### src/rtl/dm_loader_pkg.sv
// Shared types and constants for the UART-to-data-memory loader.
// Holds the loader FSM state encoding and the memory geometry.
package dm_loader_pkg;

  localparam int DEPTH  = 2048;
  localparam int ADDR_W = 13;
  localparam int BYTE_W = 8;

  typedef enum logic [1:0] {
    IDLE = 2'd0,
    HI   = 2'd1,
    LO   = 2'd2,
    WR   = 2'd3
  } load_state_e;

endpackage : dm_loader_pkg

### src/rtl/dm_port_mux.sv
// Combinational owner select for the single data-memory port.
// A memory-side master either owns the port or the CPU request passes through untouched.
module dm_port_mux #(
  parameter int ADDR_W = dm_loader_pkg::ADDR_W,
  parameter int DATA_W = 2 * dm_loader_pkg::BYTE_W
) (
  input  logic              ldr_sel_i,
  input  logic [ADDR_W-1:0] cpu_addr_i,
  input  logic              cpu_re_i,
  input  logic              cpu_we_i,
  input  logic [DATA_W-1:0] cpu_wdata_i,
  input  logic [ADDR_W-1:0] ldr_addr_i,
  input  logic              ldr_we_i,
  input  logic [DATA_W-1:0] ldr_wdata_i,
  output logic [ADDR_W-1:0] dm_addr_o,
  output logic              dm_re_o,
  output logic              dm_we_o,
  output logic [DATA_W-1:0] dm_wdata_o
);

  // The loader only ever writes, so a selected loader forces the read strobe low.
  assign dm_addr_o  = ldr_sel_i ? ldr_addr_i  : cpu_addr_i;
  assign dm_re_o    = ldr_sel_i ? 1'b0        : cpu_re_i;
  assign dm_we_o    = ldr_sel_i ? ldr_we_i    : cpu_we_i;
  assign dm_wdata_o = ldr_sel_i ? ldr_wdata_i : cpu_wdata_i;

endmodule : dm_port_mux

### src/rtl/dm_uart_loader.sv
// Bulk loader: packs UART byte pairs high-byte-first into words and writes them to
// consecutive data-memory addresses from a base, stalling the CPU while it owns the port.
module dm_uart_loader #(
  parameter int DEPTH  = dm_loader_pkg::DEPTH,
  parameter int ADDR_W = dm_loader_pkg::ADDR_W,
  parameter int DATA_W = 2 * dm_loader_pkg::BYTE_W
) (
  input  logic              clk,
  input  logic              rst_n,
  input  logic              start,
  input  logic [ADDR_W-1:0] base_addr,
  input  logic [ADDR_W-1:0] word_cnt,
  input  logic [7:0]        rx_data,
  input  logic              rx_rdy,
  output logic              clr_rdy,
  input  logic [ADDR_W-1:0] cpu_addr,
  input  logic              cpu_re,
  input  logic              cpu_we,
  input  logic [DATA_W-1:0] cpu_wrt_data,
  output logic [ADDR_W-1:0] dm_addr,
  output logic              dm_re,
  output logic              dm_we,
  output logic [DATA_W-1:0] dm_wrt_data,
  output logic              cpu_stall,
  output logic              busy,
  output logic              done
);

  import dm_loader_pkg::*;

  localparam logic [ADDR_W-1:0] LAST_ADDR = ADDR_W'(DEPTH - 1);

  load_state_e       state_q, state_d;
  logic [ADDR_W-1:0] addr_q, addr_d;
  logic [ADDR_W-1:0] remain_q, remain_d;
  logic [BYTE_W-1:0] hi_q, hi_d;
  logic [BYTE_W-1:0] lo_q, lo_d;
  logic              done_q, done_d;
  logic              ldr_we;

  // NOTE: state registers use non-blocking assignments so every flop samples
  // pre-edge values regardless of process ordering.
  always_ff @(posedge clk) begin
    if (!rst_n) begin
      state_q  <= IDLE;
      addr_q   <= '0;
      remain_q <= '0;
      hi_q     <= '0;
      lo_q     <= '0;
      done_q   <= 1'b0;
    end else begin
      state_q  <= state_d;
      addr_q   <= addr_d;
      remain_q <= remain_d;
      hi_q     <= hi_d;
      lo_q     <= lo_d;
      done_q   <= done_d;
    end
  end

  // NOTE: every target gets a hold/default value first so no path through the
  // case leaves a variable unassigned, which would infer a latch.
  always_comb begin
    state_d  = state_q;
    addr_d   = addr_q;
    remain_d = remain_q;
    hi_d     = hi_q;
    lo_d     = lo_q;
    done_d   = 1'b0;
    case (state_q)
      IDLE: begin
        if (start) begin
          if (word_cnt == '0) begin
            done_d = 1'b1;
          end else begin
            addr_d   = base_addr;
            remain_d = word_cnt;
            state_d  = HI;
          end
        end
      end
      HI: begin
        if (rx_rdy) begin
          hi_d    = rx_data;
          state_d = LO;
        end
      end
      LO: begin
        if (rx_rdy) begin
          lo_d    = rx_data;
          state_d = WR;
        end
      end
      WR: begin
        remain_d = remain_q - 1'b1;
        addr_d   = (addr_q == LAST_ADDR) ? '0 : addr_q + 1'b1;
        if (remain_q == ADDR_W'(1)) begin
          state_d = IDLE;
          done_d  = 1'b1;
        end else begin
          state_d = HI;
        end
      end
      default: state_d = IDLE;
    endcase
  end

  // clr_rdy is held low during reset so the UART never loses a byte the FSM drops.
  always_comb begin
    busy      = (state_q != IDLE);
    cpu_stall = busy;
    ldr_we    = (state_q == WR);
    done      = done_q;
    clr_rdy   = rst_n && ((state_q == HI) || (state_q == LO)) && rx_rdy;
  end

  dm_port_mux #(
    .ADDR_W (ADDR_W),
    .DATA_W (DATA_W)
  ) u_port_mux (
    .ldr_sel_i   (busy),
    .cpu_addr_i  (cpu_addr),
    .cpu_re_i    (cpu_re),
    .cpu_we_i    (cpu_we),
    .cpu_wdata_i (cpu_wrt_data),
    .ldr_addr_i  (addr_q),
    .ldr_we_i    (ldr_we),
    .ldr_wdata_i ({hi_q, lo_q}),
    .dm_addr_o   (dm_addr),
    .dm_re_o     (dm_re),
    .dm_we_o     (dm_we),
    .dm_wdata_o  (dm_wrt_data)
  );

endmodule : dm_uart_loader

### config.mk
export PLATFORM = sky130hd
export DESIGN_NAME = dm_uart_loader
export DESIGN_NICKNAME = d
export VERILOG_FILES = /design/src/rtl/dm_loader_pkg.sv /design/src/rtl/dm_port_mux.sv /design/src/rtl/dm_uart_loader.sv
export SDC_FILE = /design/constraint.sdc
export NUM_CORES = 1
export LEC_CHECK = 0
export CAP_MARGIN = 20
export CORE_ASPECT_RATIO = 1.1
export CORE_MARGIN = 2
export CORE_UTILIZATION = 25
export DETAILED_ROUTE_END_ITERATION = 10
export GPL_TIMING_DRIVEN = 0
export PLACE_DENSITY = 0.54
export SLEW_MARGIN = 20
export SYNTH_ARGS = -nofsm -noshare
export SYNTH_HDL_FRONTEND = slang
export SYNTH_SLANG_ARGS = --single-unit
### constraint.sdc
create_clock -name clk -period 2.98 [get_ports clk]
set_input_delay 0.894 -clock clk [delete_from_list [all_inputs] [get_ports clk]]
set_output_delay 0.894 -clock clk [all_outputs]
set_load 0.1 [all_outputs]
==> impl_metrics.env, run 1 <==
export IMPL_status="complete, no violations"
export IMPL_synthCells=362
export IMPL_hold_start="hi_q[6]"
export IMPL_critPathCaptureType="output pin"
export IMPL_power_density_nw_per_um2=1218
export IMPL_worstHoldPathCells=2
export IMPL_timing_rr_start="addr_q[0]"
export IMPL_antenna_found_initial=0
export IMPL_clkLatencyLatePin_ns=0.28
export IMPL_synth_area_leaders="dfxtp_1, mux2_2, a21oi_1"
export IMPL_ys_ff_latch=45
export IMPL_numCtsBuffers=5
export IMPL_dr_pass1_iters=4
export IMPL_drtIter0Drc=231
export IMPL_gp_congestion=0.8345
export IMPL_fin_nets=544
export IMPL_timing_rr_end="addr_q[7]"
export IMPL_grt_pass1_vias=3116
export IMPL_finalCritPeriodShare_pct=97.94
export IMPL_path_clk_slew_ns=0.06
export IMPL_grt_overflow=0
export IMPL_synth_common_cells="dfxtp_1, a21oi_1, nand2_1, mux2_2, nand3_1"
export IMPL_worst_pin_slew_ns=0.9596
export IMPL_rows=41
export IMPL_place_area_um2=4184
export IMPL_synth_warnings=0
export IMPL_grt_first_pass_wirelength_um=16130
export IMPL_fin_hold_ws_ns=0.4594
export IMPL_grt_max_degree=13
export IMPL_io_buffers=102
export IMPL_die_w_um=107.9
export IMPL_clock_sinks=45
export IMPL_ys_seq_area_share_pct=30.33
export IMPL_wl_um=10270
export IMPL_start_util_pct=25.73
export IMPL_antenna_cells=0
export IMPL_cp_arrival_ns=2.02
export IMPL_yosysMostFrequentCell="dfxtp_1"
export IMPL_leakagePower_nw=1.522
export IMPL_worstSetupStartpointType="primary input"
export IMPL_worstSetupPathType="primary input to output pin"
export IMPL_ctsHoldBuffers=0
export IMPL_crit_required_ns=2.09
export IMPL_fin_skew_ns=0.004770
export IMPL_cts_buffer_depth=2
export IMPL_rrSetupSlack_ns=0.62
export IMPL_final_setup_viol_count=0
export IMPL_fmax_mhz=342.6
export IMPL_ios=104
export IMPL_peakVddDrop_mv=0.7478
export IMPL_async_reset_ff_share_pct=0
export IMPL_yosysUniqueCellTypes=66
export IMPL_drc=0
export IMPL_synth_edf_count=0
export IMPL_cts_htree_levels=2
export IMPL_postRouteAntennaNets=0
export IMPL_cp_max_fo=1
export IMPL_fin_area_um2=4197
export IMPL_fin_crit_ns=2.919
export IMPL_grtUsageTotal_pct=15.75
export IMPL_cap_violations=0
export IMPL_final_hold_viol_count=0
export IMPL_syn_nets=438
export IMPL_holdCritPathClass="flop to flop"
export IMPL_syn_area_um2=2970
export IMPL_reg2reg_depth=5
export IMPL_yosys_area_top_type="dfxtp_1"
export IMPL_avgRoutedWirePerCell_um=16.65
export IMPL_cts_tree="done"
export IMPL_hpwl_um=7889
export IMPL_cts_setup_buffers=0
export IMPL_core_area_um2=11540
export IMPL_via_per_inst=5.224
export IMPL_synth_area_per_cell_um2=8.205
export IMPL_slew_headroom_pct=35.83
export IMPL_root_buffer="clkbuf_16"
export IMPL_min_to="hi_q[6]"
export IMPL_drive_above_1_share_pct=20.77
export IMPL_area_delta_synth_final_pct=41.28
export IMPL_dieArea_um2=12770
export IMPL_maxSlewViolCount=0
export IMPL_grt_setup_unrepaired="no"
export IMPL_die_h_um=118.3
export IMPL_ys_flop_type="dfxtp_1"
export IMPL_vias=3223
export IMPL_synth_top_area_share_pct=30.33
## worst max path at each step
stage / from / end / slack [ns]
after floorplan: state_q[1] / dm_we / 0.07
after global placement: rst_n / clr_rdy / -1.14
after detailed placement: rst_n / clr_rdy / -1.11
after CTS: state_q[0] / dm_wrt_data[14] / -0.10
after global routing: cpu_addr[7] / dm_addr[7] / 0.03
final: cpu_addr[7] / dm_addr[7] / 0.06
## routing by layer
| layer | part of all wire (%) | track usage, % | up-vias |
|---|---|---|---|
| li1 | - | - | 1585 |
| met1 | 46 | 21.44 | 1504 |
| met2 | 46 | 26.22 | 132 |
| met3 | 7.7 | 2.923 | 2 |
| met4 | 0.35 | 2.484 | 0 |
| met5 | 0 | 0 | - |
## worst max-delay path, stage by stage
cell and delay, ns:
clkdlybuf4s50_1 0.45, mux2_2 0.13, clkdlybuf4s15_2 0.54
## registers in the layout, indices dropped and copies added, names as in the netlist
register and flops:
hi_q 8, remain_q 13, done 1, lo_q 8, addr_q 13, state_q 2
## report_power, final
group	switching, mW	internal (mW)
Combinational	2.69	0.987
Clock	0.223	0.300
Sequential	0.165	0.747
## cell families (layout without fill, tap and decap cells)
group / Yosys count / count (layout) / share of synthesized area (%)
AOI/OAI and AO/OA: 112 / 112 / 26.71
adders and majority gates: 7 / 7 / 2.948
buffers and inverters: 40 / 145 / 6.066
DFF: 45 / 45 / 30.33
muxes: 30 / 30 / 11.37
and+or+nand+nor: 128 / 128 / 22.58
## cell type report
cell class	count	area (µm²)
Tap cell	150	187.7
Fill cell	1226	7346
Buffer	29	155.1
Inverter	8	30.03
Clock buffer	5	125.1
Multi-Input combinational cell	277	1909
Sequential cell	45	900.9
Timing Repair Buffer	102	883.3
Clock inverter	1	5.005
## through the flow
step	setup WS (ns)	std cells	util (%)	TNS (ns)	total power [mW]
2_1_floorplan	0.07278	362	-	0	3.857
3_3_place_gp	-1.137	614	36.25	-26.15	4.720
3_5_place_dp	-1.107	614	36.25	-26.89	4.735
4_1_cts	-0.1012	617	36.30	-0.1012	5.105
5_1_grt	0.03477	617	36.36	0	5.359
6_report	0.06126	617	36.36	0	5.110
## repair_timing
action | 4_1_cts | 5_1_grt
resized for setup | 170 | 12
endpoints found under the setup margin | 34 | 24
cloned | 0 | 0
## cell usage in the layout, fill, tap and decap left out, types with 7 or more instances in the layout
cell             count
inv_1                8
clkbuf_1            17
nor2_1              14
dfxtp_1             45
clkdlybuf4s50_1     67
mux2_2              30
o22ai_1              7
nand3_1             25
nor4_1               7
buf_2               30
a21oi_1             42
o21ai_0             13
nor3_1               9
nand2_1             38
Note: power is estimated with default switching activity, not from simulation.
==> run 2, diff against run 1 <==
CAP_MARGIN = 5   (was 20)
TNS_END_PERCENT = 5   (was unset)
==> impl_metrics.env, run 2 (synthesis results as in run 1) <==
export IMPL_area_delta_synth_final_pct=42.21
export IMPL_postRouteAntennaNets=0
export IMPL_cp_max_fo=1
export IMPL_grt_overflow=0
export IMPL_final_common_cell="clkdlybuf4s50_1"
export IMPL_fin_skew_ns=0.006173
export IMPL_cap_violations=0
export IMPL_holdCritPathClass="flop to flop"
export IMPL_grtUsageTotal_pct=16.38
export IMPL_drtIter0Drc=201
export IMPL_cp_arrival_ns=2.03
export IMPL_dr_pass1_iters=5
export IMPL_die_w_um=107.9
export IMPL_fin_crit_ns=2.919
export IMPL_fin_nets=545
export IMPL_peakVddDrop_mv=0.6611
export IMPL_clkLatencyLatePin_ns=0.28
export IMPL_instances_no_fill=620
export IMPL_root_buffer="clkbuf_16"
export IMPL_core_area_um2=11540
export IMPL_cts_tree="done"
export IMPL_grt_setup_unrepaired="no"
export IMPL_cts_buffer_depth=2
export IMPL_final_hold_viol_count=0
export IMPL_leakagePower_nw=1.540
export IMPL_slew_headroom_pct=35.90
export IMPL_power_density_nw_per_um2=1222
export IMPL_clock_sinks=45
export IMPL_timing_rr_start="remain_q[0]"
export IMPL_cts_htree_levels=2
export IMPL_critPathLaunch="cpu_addr[6]"
export IMPL_numCtsBuffers=5
export IMPL_crit_chain="clkdlybuf4s50_1, mux2_2, clkdlybuf4s15_2"
export IMPL_largest_registers="addr_q x13, remain_q x13"
export IMPL_worstSetupPathType="primary input to output pin"
export IMPL_grt_first_pass_wirelength_um=16730
export IMPL_antenna_cells=0
export IMPL_start_util_pct=25.73
export IMPL_rows=41
export IMPL_wl_um=10480
export IMPL_hold_start="lo_q[4]"
export IMPL_status="complete, no violations"
export IMPL_hpwl_um=8037
export IMPL_grt_pass1_vias=3229
export IMPL_dieArea_um2=12770
export IMPL_crit_path_max_incr_delay_ns=0.54
export IMPL_ios=104
export IMPL_worstSetupStartpointType="primary input"
export IMPL_crit_required_ns=2.09
export IMPL_met1_usage_pct=21.97
export IMPL_vias=3223
export IMPL_antenna_found_initial=0
export IMPL_path_clk_slew_ns=0.07
export IMPL_io_buffers=102
export IMPL_maxSlewViolCount=0
export IMPL_drive_above_1_share_pct=20.64
export IMPL_finalCritPeriodShare_pct=97.95
export IMPL_busiest_layer="met2"
export IMPL_avgRoutedWirePerCell_um=16.91
export IMPL_fill_cells=1252
export IMPL_slowest_stage="clkdlybuf4s15_2"
export IMPL_die_h_um=118.3
export IMPL_dp_cells=614
export IMPL_critPathCaptureType="output pin"
export IMPL_gp_congestion=0.8167
export IMPL_worst_pin_slew_ns=0.9585
export IMPL_grt_max_degree=15
export IMPL_fin_hold_ws_ns=0.4564
export IMPL_via_per_inst=5.198
export IMPL_fmax_mhz=342.6
export IMPL_ctsHoldBuffers=0
export IMPL_grt_use_met2_pct=27.32
export IMPL_gr_usage_met3_pct=3.089
export IMPL_final_cell_mix="clkdlybuf4s50_1, dfxtp_1, a21oi_1"
export IMPL_final_setup_viol_count=0
export IMPL_drc=0
==> run 2: layer usage <==
layer	wire [µm]	up-vias	part of all wire (%)
met5	0	-	0
met4	106	0	1.0
met3	787	11	7.5
met2	4797	145	46
met1	4790	1488	46
li1	-	1579	-
==> run 2: worst paths after layout <==
check / end / slack [ns] / cells past startpoint
worst min-delay path: lo_q[4] / 0.46 / 2
worst min register to register: lo_q[4] / 0.46 / 2
worst max-delay path: dm_addr[6] / 0.06 / 3
worst max register to register: remain_q[12] / 0.63 / 7
==> run 2: timing repair <==
item | 4_1_cts | 5_1_grt
setup endpoints to repair | 34 | 30
gates resized for setup | 121 | 59
pin swaps | 0 | 0
buffers inserted | 0 | 0
==> run 2: area by class of cell <==
type	instances	area [µm²]	area share [%]
buffer	30	158.9	3.762
clock buffer	6	138.9	3.288
sequential	45	900.9	21.33
inverter	8	30.03	0.7109
tap	150	187.7	4.443
timing repair buffer	102	888.4	21.03
multi-input combinational	277	1906	45.11
clock inverter	2	13.76	0.3258
==> run 2: stage by stage <==
step	setup TNS [ns]	power (mW)	setup WS, ns	area, µm²	util [%]
finish	0	5.161	0.06099	4224	36.60
global route	0	5.430	0.01477	4224	36.60
CTS	-3.985	5.289	-0.1997	4379	37.94
detailed placement	-27.00	4.746	-1.106	4183	36.24
global placement	-26.74	4.720	-1.103	4183	36.24
floorplan	-0.1179	3.857	-0.1179	2974	-
==> run 2: critical path: cells and delay by family <==
family	cells	cell delay (ns)
buffers and inverters	2	0.99
muxes	1	0.14
==> run 2: report_power, final <==
| part | switching (mW) | internal, mW |
|---|---|---|
| Combinational | 2.70 | 0.984 |
| Clock | 0.237 | 0.334 |
| Sequential | 0.165 | 0.746 |
==> run 3, diff against run 2 <==
SETUP_SLACK_MARGIN = 0.05   (was unset)
SKIP_CTS_REPAIR_TIMING = 1   (was unset)
==> impl_metrics.env, run 3 (synthesis results as in run 1) <==
export IMPL_antenna_cells=0
export IMPL_numCtsBuffers=5
export IMPL_rows=41
export IMPL_worst_path_stages=4
export IMPL_vias=3209
export IMPL_crit_path_max_incr_delay_ns=0.50
export IMPL_via_per_inst=5.176
export IMPL_clkLatencyLatePin_ns=0.28
export IMPL_final_cell_mix="clkdlybuf4s50_1, dfxtp_1, a21oi_1"
export IMPL_area_delta_synth_final_pct=41.32
export IMPL_status="finished with violations"
export IMPL_cts_buffer_depth=2
export IMPL_wl_met3_um=738
export IMPL_worstSetupStartpointType="primary input"
export IMPL_fin_area_um2=4198
export IMPL_gp_congestion=0.8167
export IMPL_critPathCaptureType="output pin"
export IMPL_hpwl_um=8037
export IMPL_postRouteAntennaNets=0
export IMPL_crit_chain="clkdlybuf4s50_1, clkbuf_2, and3_1, clkbuf_4"
export IMPL_fin_hold_ws_ns=0.4568
export IMPL_reg2reg_depth=5
export IMPL_finalCritPeriodShare_pct=102.1
export IMPL_die_h_um=118.3
export IMPL_wl_um=10520
export IMPL_leakagePower_nw=1.532
export IMPL_critPathLaunch="rx_rdy"
export IMPL_crit_required_ns=2.09
export IMPL_pre_cts_ws_ns=-1.106
export IMPL_power_total_mw=5.149
export IMPL_final_hold_viol_count=0
export IMPL_final_setup_viol_count=1
export IMPL_violations="setup timing"
export IMPL_drtIter0Drc=173
export IMPL_largest_registers="addr_q x13, remain_q x13"
export IMPL_wl_met2_um=4798
export IMPL_timing_rr_end="addr_q[7]"
export IMPL_io_buffers=102
export IMPL_clock_sinks=45
export IMPL_dr_max_layer_used="met4"
export IMPL_drc=0
export IMPL_grtUsageTotal_pct=16.35
export IMPL_cp_max_fo=10
export IMPL_antenna_found_initial=0
export IMPL_path_clk_slew_ns=0.07
export IMPL_cp_arrival_ns=2.15
export IMPL_endpoint="clr_rdy"
export IMPL_path_delay_family="buffers and inverters"
export IMPL_rrSetupSlack_ns=0.58
export IMPL_grt_overflow=0
export IMPL_peakVddDrop_mv=0.7890
export IMPL_place_area_um2=4183
export IMPL_grt_setup_unrepaired="yes"
export IMPL_ios=104
export IMPL_drive_above_1_share_pct=20.85
export IMPL_maxSlewViolCount=0
export IMPL_grt_pass1_vias=3233
export IMPL_worst_pin_slew_ns=0.9585
export IMPL_dr_pass1_iters=4
export IMPL_slowest_stage="clkdlybuf4s50_1"
export IMPL_fin_nets=545
export IMPL_timing_rr_start="addr_q[0]"
export IMPL_avgRoutedWirePerCell_um=16.96
export IMPL_final_common_cell="clkdlybuf4s50_1"
export IMPL_holdCritPathClass="flop to flop"
export IMPL_cap_violations=0
export IMPL_fin_ws_ns=-0.06240
export IMPL_fin_skew_ns=0.006901
export IMPL_dieArea_um2=12770
export IMPL_critPathBufInv=3
export IMPL_die_w_um=107.9
export IMPL_power_density_nw_per_um2=1226
export IMPL_core_area_um2=11540
export IMPL_fin_crit_ns=3.042
export IMPL_cts_tree="done"
export IMPL_slew_headroom_pct=35.90
export IMPL_wl_met1_um=4887
export IMPL_root_buffer="clkbuf_16"
export IMPL_worstSetupPathType="primary input to output pin"
export IMPL_fmax_mhz=328.7
export IMPL_grt_first_pass_wirelength_um=16700
export IMPL_start_util_pct=25.73
export IMPL_cts_htree_levels=2
export IMPL_grt_max_degree=15
-- run 3: how the worst min path moves through the flow --
stage	from	to	depth (start not counted)	slack (ns)
after global routing	lo_q[1]	lo_q[1]	2	0.48
after floorplan	hi_q[0]	hi_q[0]	2	0.43
after global placement	lo_q[6]	lo_q[6]	2	0.45
final	lo_q[4]	lo_q[4]	2	0.46
after detailed placement	hi_q[0]	hi_q[0]	2	0.45
after CTS	hi_q[0]	hi_q[0]	2	0.46
-- run 3: tightest hold or removal path: cells and delay by family, from the launching register on --
| kind | cells | cell delay (ns) |
|---|---|---|
| flip-flops | 1 | 0.31 |
| AND/OR/NAND/NOR | 1 | 0.05 |
| AO/OA/AOI/OAI | 1 | 0.05 |
-- run 3: per-stage QoR --
| step | utilization (%) | TNS, ns | instances |
|---|---|---|---|
| after floorplan | - | -0.1179 | 362 |
| after global placement | 36.24 | -26.74 | 614 |
| after detailed placement | 36.24 | -27.00 | 614 |
| after CTS | 37.56 | -37.18 | 622 |
| after global routing | 36.37 | -0.1299 | 620 |
| final | 36.37 | -0.06240 | 620 |
-- run 3: cell type report --
cell class | instances | area (µm²)
clock buffer | 6 | 138.9
fill | 1247 | 7345
clock inverter | 2 | 13.76
inverter | 8 | 30.03
timing repair buffer | 102 | 862.1
buffer | 30 | 156.4
sequential | 45 | 900.9
tap | 150 | 187.7
multi-input combinational | 277 | 1908
-- run 3: power breakdown --
part	total, mW	internal [mW]	switching (mW)
Combinational	3.66	0.967	2.69
Clock	0.574	0.334	0.240
Sequential	0.913	0.746	0.166
Total	5.15	2.05	3.10
-- run 3: layer usage --
layer  global-route usage [%]  vias to the layer above
li1                         -                     1580
met3                    3.254                       10
met2                    26.81                      135
met1                    21.90                     1484
met4                    3.926                        0
met5                        0                        -
